==> config.mk <==
export PLATFORM = sky130hd
export DESIGN_NAME = alu_exec
export DESIGN_NICKNAME = d
export VERILOG_FILES = /design/src/rtl/alu_exec.sv
export SDC_FILE = /design/constraint.sdc
export NUM_CORES = 1
export LEC_CHECK = 0
export BUFFER_PORTS_ARGS = -buffer_cell sky130_fd_sc_hd__buf_2
export CAP_MARGIN = 10
export CORE_MARGIN = 3
export CORE_UTILIZATION = 62
export CTS_BUF_LIST = sky130_fd_sc_hd__clkbuf_4
export DETAILED_ROUTE_END_ITERATION = 7
export PLACE_DENSITY = 0.82
export SETUP_SLACK_MARGIN = 0.3
export SKIP_LAST_GASP = 1
export SYNTH_ARGS = -nofsm -noshare
export SYNTH_HDL_FRONTEND = slang
export SYNTH_SLANG_ARGS = --single-unit
==> constraint.sdc <==
create_clock -name i_clk -period 4.8 [get_ports i_clk]
set_clock_uncertainty 0.2 [all_clocks]
set_input_delay 0.48 -clock i_clk [delete_from_list [all_inputs] [get_ports i_clk]]
set_output_delay 0.48 -clock i_clk [all_outputs]
set_load 0.03 [all_outputs]
==> src/rtl/alu_exec.sv <==
// alu_exec -- execute-stage ALU with a valid/ready handshake on both sides.
//
// Logic, add/sub, move and conditional-select ops complete in one cycle.
// Shifts (LSL/ASL/LSR/ASR) run iteratively, one bit per clock, so a shift by n
// presents its result n+1 cycles after accept. Shift by 0 completes in one cycle.
//
// Ports:
//   i_clk     clock, all state updates on the rising edge
//   i_rst     synchronous active-high reset
//   i_valid   op and operands present
//   o_ready   block accepts an op this cycle
//   i_alu_do  4-bit ALU_* op code
//   i_a       operand A
//   i_b       operand B / shift amount (low SHW bits)
//   o_valid   result available
//   i_ready   downstream accepts the result
//   o_result  result
//   o_flags   {Z,N,C,V} of the most recently completed op
module alu_exec #(
    parameter int WIDTH = 16,
    parameter int SHW   = 4
) (
    input  logic             i_clk,
    input  logic             i_rst,
    input  logic             i_valid,
    output logic             o_ready,
    input  logic [3:0]       i_alu_do,
    input  logic [WIDTH-1:0] i_a,
    input  logic [WIDTH-1:0] i_b,
    output logic             o_valid,
    input  logic             i_ready,
    output logic [WIDTH-1:0] o_result,
    output logic [3:0]       o_flags
);

    // ALU_* op codes shared with the decoder; 4'hC..4'hF are undefined.
    localparam logic [3:0] ALU_NOP = 4'h0;
    localparam logic [3:0] ALU_MOV = 4'h1;
    localparam logic [3:0] ALU_ADD = 4'h2;
    localparam logic [3:0] ALU_SUB = 4'h3;
    localparam logic [3:0] ALU_AND = 4'h4;
    localparam logic [3:0] ALU_OR  = 4'h5;
    localparam logic [3:0] ALU_XOR = 4'h6;
    localparam logic [3:0] ALU_LSL = 4'h7;
    localparam logic [3:0] ALU_LSR = 4'h8;
    localparam logic [3:0] ALU_ASR = 4'h9;
    localparam logic [3:0] ALU_ASL = 4'hA;
    localparam logic [3:0] ALU_CND = 4'hB;

    // Flag bit positions inside o_flags.
    localparam int FZ = 3;
    localparam int FN = 2;
    localparam int FC = 1;
    localparam int FV = 0;

    typedef enum logic [1:0] {
        S_IDLE,
        S_SHIFT,
        S_DONE
    } state_e;

    state_e           state_q;
    logic             valid_q;
    logic [WIDTH-1:0] result_q;
    logic [3:0]       flags_q;
    logic [WIDTH-1:0] sh_q;     // working value during an iterative shift
    logic [SHW-1:0]   cnt_q;    // shifts still to perform
    logic [3:0]       op_q;     // shift op latched at accept

    logic             accept;
    logic             is_shift;
    logic [SHW-1:0]   amt;
    logic [WIDTH-1:0] b_eff;
    logic [WIDTH:0]   sum;
    logic             upd_zn;
    logic [WIDTH-1:0] acc_res;
    logic [3:0]       acc_flags;
    logic [WIDTH-1:0] step_val;
    logic             step_c;

    assign o_valid  = valid_q;
    assign o_result = result_q;
    assign o_flags  = flags_q;

    always_comb begin
        o_ready = (state_q == S_IDLE) || ((state_q == S_DONE) && i_ready);
        accept  = i_valid && o_ready;
    end

    // Single-cycle datapath evaluated on the incoming op.
    always_comb begin
        amt      = i_b[SHW-1:0];
        is_shift = (i_alu_do == ALU_LSL) || (i_alu_do == ALU_ASL) ||
                   (i_alu_do == ALU_LSR) || (i_alu_do == ALU_ASR);
        // SUB is done as A + ~B + 1 so C is the inverted borrow.
        b_eff    = (i_alu_do == ALU_SUB) ? ~i_b : i_b;
        sum      = {1'b0, i_a} + {1'b0, b_eff} +
                   {{WIDTH{1'b0}}, (i_alu_do == ALU_SUB)};
        acc_res   = result_q;
        acc_flags = flags_q;
        upd_zn    = 1'b0;
        case (i_alu_do)
            ALU_MOV: begin
                acc_res = i_b;
                upd_zn  = 1'b1;
            end
            ALU_ADD, ALU_SUB: begin
                acc_res       = sum[WIDTH-1:0];
                acc_flags[FC] = sum[WIDTH];
                acc_flags[FV] = (i_a[WIDTH-1] == b_eff[WIDTH-1]) &&
                                (sum[WIDTH-1] != i_a[WIDTH-1]);
                upd_zn        = 1'b1;
            end
            ALU_AND: begin
                acc_res = i_a & i_b;
                upd_zn  = 1'b1;
            end
            ALU_OR: begin
                acc_res = i_a | i_b;
                upd_zn  = 1'b1;
            end
            ALU_XOR: begin
                acc_res = i_a ^ i_b;
                upd_zn  = 1'b1;
            end
            ALU_LSL, ALU_ASL, ALU_LSR, ALU_ASR: begin
                // Only the zero-amount case completes here; C is kept.
                acc_res       = i_a;
                acc_flags[FV] = 1'b0;
                upd_zn        = 1'b1;
            end
            ALU_CND: begin
                acc_res = flags_q[FZ] ? i_b : i_a;
            end
            default: begin
            end
        endcase
        if (upd_zn) begin
            acc_flags[FZ] = (acc_res == '0);
            acc_flags[FN] = acc_res[WIDTH-1];
        end
    end

    // One-bit shift step for the iterative path.
    always_comb begin
        step_val = sh_q;
        step_c   = 1'b0;
        case (op_q)
            ALU_LSL, ALU_ASL: begin
                step_val = {sh_q[WIDTH-2:0], 1'b0};
                step_c   = sh_q[WIDTH-1];
            end
            ALU_LSR: begin
                step_val = {1'b0, sh_q[WIDTH-1:1]};
                step_c   = sh_q[0];
            end
            ALU_ASR: begin
                step_val = {sh_q[WIDTH-1], sh_q[WIDTH-1:1]};
                step_c   = sh_q[0];
            end
            default: begin
            end
        endcase
    end

    always_ff @(posedge i_clk) begin
        if (i_rst) begin
            state_q  <= S_IDLE;
            valid_q  <= 1'b0;
            result_q <= '0;
            flags_q  <= '0;
            sh_q     <= '0;
            cnt_q    <= '0;
            op_q     <= '0;
        end else begin
            case (state_q)
                S_IDLE, S_DONE: begin
                    if (accept) begin
                        if (is_shift && (amt != '0)) begin
                            sh_q    <= i_a;
                            cnt_q   <= amt;
                            op_q    <= i_alu_do;
                            valid_q <= 1'b0;
                            state_q <= S_SHIFT;
                        end else begin
                            result_q <= acc_res;
                            flags_q  <= acc_flags;
                            valid_q  <= 1'b1;
                            state_q  <= S_DONE;
                        end
                    end else if (state_q == S_DONE && i_ready) begin
                        valid_q <= 1'b0;
                        state_q <= S_IDLE;
                    end
                end
                S_SHIFT: begin
                    sh_q  <= step_val;
                    cnt_q <= cnt_q - SHW'(1);
                    // Final step writes result and flags directly.
                    if (cnt_q == SHW'(1)) begin
                        result_q <= step_val;
                        flags_q  <= {(step_val == '0), step_val[WIDTH-1], step_c, 1'b0};
                        valid_q  <= 1'b1;
                        state_q  <= S_DONE;
                    end
                end
                default: begin
                    valid_q <= 1'b0;
                    state_q <= S_IDLE;
                end
            endcase
        end
    end

endmodule
==> results.md <==
- Vias in the first global route: 5533
- Largest family of logic cells by synthesized area: compound AO/OA/AOI/OAI gates
- Post-synthesis adder-cell area fraction: 12.6%
- Via density: roughly 7
- Peak supply drop: 0.000174 V
- Synth Area in Compound Gates: approximately 34%
- Die Height: between 90 and 100 um
- First-pass GRT wire length: approximately 28000 um
- Multiplexer area fraction after synthesis: 3.90%
- Post-Synthesis Cells: 710
- Chip width: about 99 um
- Largest net degree at the start of global routing: slightly below 50
- Buffer depth of the longest clock path: 2
- Status: completed
- Post-synthesis cell type count: about 80
- Area share of the largest cell type after synthesis: 17.3%
- CP endpoint kind: register
- Clock slew at reported path FFs: between 0.1 and 0.15 ns
- H-tree Lvls: 2
- Max Cap Viol: 0
- Root buffer cell: clkbuf_4
- Synth warn: 0
- Ant diodes: 0
- Setup violations, final: 0
- Layout cells sized above 1: between 10% and 20%
- Final hold violations: 0
- Tcrit/Tclk final: between 70% and 80%
- Fillers: 736
- Arrival @ worst endpoint: around 3.8 ns
- Most common flop cell mapped by yosys: dfxtp_1
- Initial antenna violation count: 0
- Syn_nets: 803
- CTS Buf Count: 5
- Synth area leaders: dfxtp_1, ha_1, a21oi_1, nand2_1, nor2_1
- Synth async-reset ratio: 0%
- Clk_lat worst skew: 0.37 ns
- DRT antenna net count: 0
- Initial Util: around 64%
- Initial DRC count: 507
- RSZ-0062 raised after global routing: no
- Port bufs: 61
- Setup Fix Bufs, Post-CTS: 0
- LEAKAGE: approximately 2.4 nW
- Syn_area_per_cell: roughly 7.5 um2
- Fmax: ~0.27 GHz
- Remaining routing DRC violations: 0
- Worst EP required: 4.82 ns
- Worst Hold Class: in -> reg
- CP Launch Type: primary input
- Cell area power density: between 200 and 250 nW/um2
- Fin crit period: about 3.8 ns
- Total wire length: 17600 um
- Number of flops mapped to enable cells by yosys: 0
- Post-Synth XOR/XNOR Area: approximately 3.5%
- Register area share after synthesis: 17.3%
- Layout Nets: around 840
- Final hold slack: ~0.26 ns
- Slew headroom: about 22%
- # rows: 33
- CTS sink cnt: 46
- Post-Synth Simple-Gate Area: around a fifth
- Crit path kind: in -> reg
- Syn Std Cell Area: between 5000 and 6000 um2
- I/O pins: 62
- CP Max Fanout: 22
- Die area: a little under 10000 um2
- CORE AREA: a little over 8000 um2
- Hold buffer count at cts: 0
- Post-CTS sizing: 0
- DP Wirelength: about 13000 um
- Largest area contributor in the netlist: dfxtp_1
- DP Worst Slack: 0.659 ns
- Synth-to-Final Area Change: 7.13%
- DRT Pass-1 Iters: 5
- Worst setup margin: 1.03 ns
- CTS tree: done
- Setup TNS: 0 ns
- Slew Limit Fails: 0
- Tot GR Track Use: between 30% and 40%
- Via count: a little under 6000
- Gr ovfl total: 0
- Worst Tran Pin Value: around 1.2 ns
- Seq cells post-synth: 46
- Routability cong.: 0.970
- DR WL/cell: 20.7 um
metrics by stage:
step / cell area (um2) / cells / total power, mW / util, %
floorplan: 5320 / 710 / 0.810 / -
global placement: 5620 / 842 / 0.946 / 68.0
detailed placement: 5620 / 842 / 0.959 / 68.0
CTS: 5700 / 850 / 1.21 / 69.0
global route: 5700 / 850 / 1.29 / 69.0
finish: 5700 / 850 / 1.22 / 69.0
cell families (layout without fill, tap and decap cells):
| logic type | Yosys count | in the layout |
|---|---|---|
| AND/OR/NAND/NOR | 219 | 219 |
| XOR/XNOR | 21 | 21 |
| multiplexers | 19 | 19 |
| AO/OA/AOI/OAI | 258 | 258 |
| adder cells (fa/ha/maj) | 53 | 53 |
| buffers and inverters | 94 | 129 |
| flip-flops | 46 | 46 |
routing by layer:
metal	up-vias	wire, um	track usage, %
met5	-	0	0
met2	364	7970	57.9
met1	2743	7030	46.5
met4	0	884	15.7
li1	2702	-	-
met3	78	1690	5.10
cell usage after synthesis (12+ instances only):
cell,n
a211oi_1,12
a21oi_1,74
a221oi_1,13
a22o_1,13
a22oi_1,12
clkbuf_1,26
dfxtp_1,46
ha_1,52
inv_1,46
mux2i_1,14
nand2_1,63
nand2b_1,16
nand3_1,20
nor2_1,58
o21ai_0,30
xnor2_1,21
cells in the final DEF, fill, tap and decap left out, drive strengths merged, types with 7 or more instances in the layout:
cell / n
xnor2: 21
ha: 52
a211oi: 14
a22o: 13
buf: 75
mux2i: 15
clkbuf: 7
o211ai: 9
inv: 46
nor3: 10
o21ai: 33
a22oi: 12
nor2b: 8
and2: 7
a221oi: 13
a21o: 8
o221ai: 7
nor2: 58
o22ai: 11
nand3: 20
nand2b: 16
nand2: 64
a21oi: 74
dfxtp: 46
a31oi: 8
final timing paths:
check | start | endpoint | slack, ns | depth (start not counted)
max | i_alu_do[1] | o_flags[1]$_SDFFE_PP0P_ | 1.03 | 13
min | i_a[15] | sh_q[15]$_SDFFE_PP0P_ | 0.26 | 3
min reg2reg | o_flags[1]$_SDFFE_PP0P_ | o_flags[1]$_SDFFE_PP0P_ | 0.29 | 2
max reg2reg | op_q[3]$_SDFFE_PP0P_ | o_flags[3]$_SDFFE_PP0P_ | 1.68 | 8
power breakdown:
| group | total, mW | internal [mW] | switching (mW) |
|---|---|---|---|
| clock | 0.255 | 0.122 | 0.133 |
| sequential | 0.433 | 0.406 | 0.0262 |
| combinational | 0.533 | 0.199 | 0.335 |
| total | 1.22 | 0.727 | 0.494 |
critical path, cell delays in order:
cell	delay, ns
buf_2	0.31
nor4bb_4	0.29
buf_4	0.24
xnor2_1	0.12
fa_1	0.42
a21oi_1	0.21
o311a_1	0.28
o21ai_2	0.12
o41ai_1	0.56
o21bai_1	0.13
a2111oi_0	0.40
or4_1	0.17
a21oi_1	0.05
sequential cells by signal, summed over array words and instances (netlist names):
signal / cells
cnt_q: 4
o_flags: 4
o_result: 16
op_q: 4
sh_q: 16
state_q: 2
final cells by class:
class	instances	area, um2	area share, %
multi-input combinational	570	3980	69.9
inverter	46	173	3.03
clock inverter	1	30.0	0.527
timing repair buffer	75	410	7.20
clock buffer	7	52.6	0.922
sequential	46	921	16.2
tap	105	131	2.31
(Power assumes the default switching activity.)
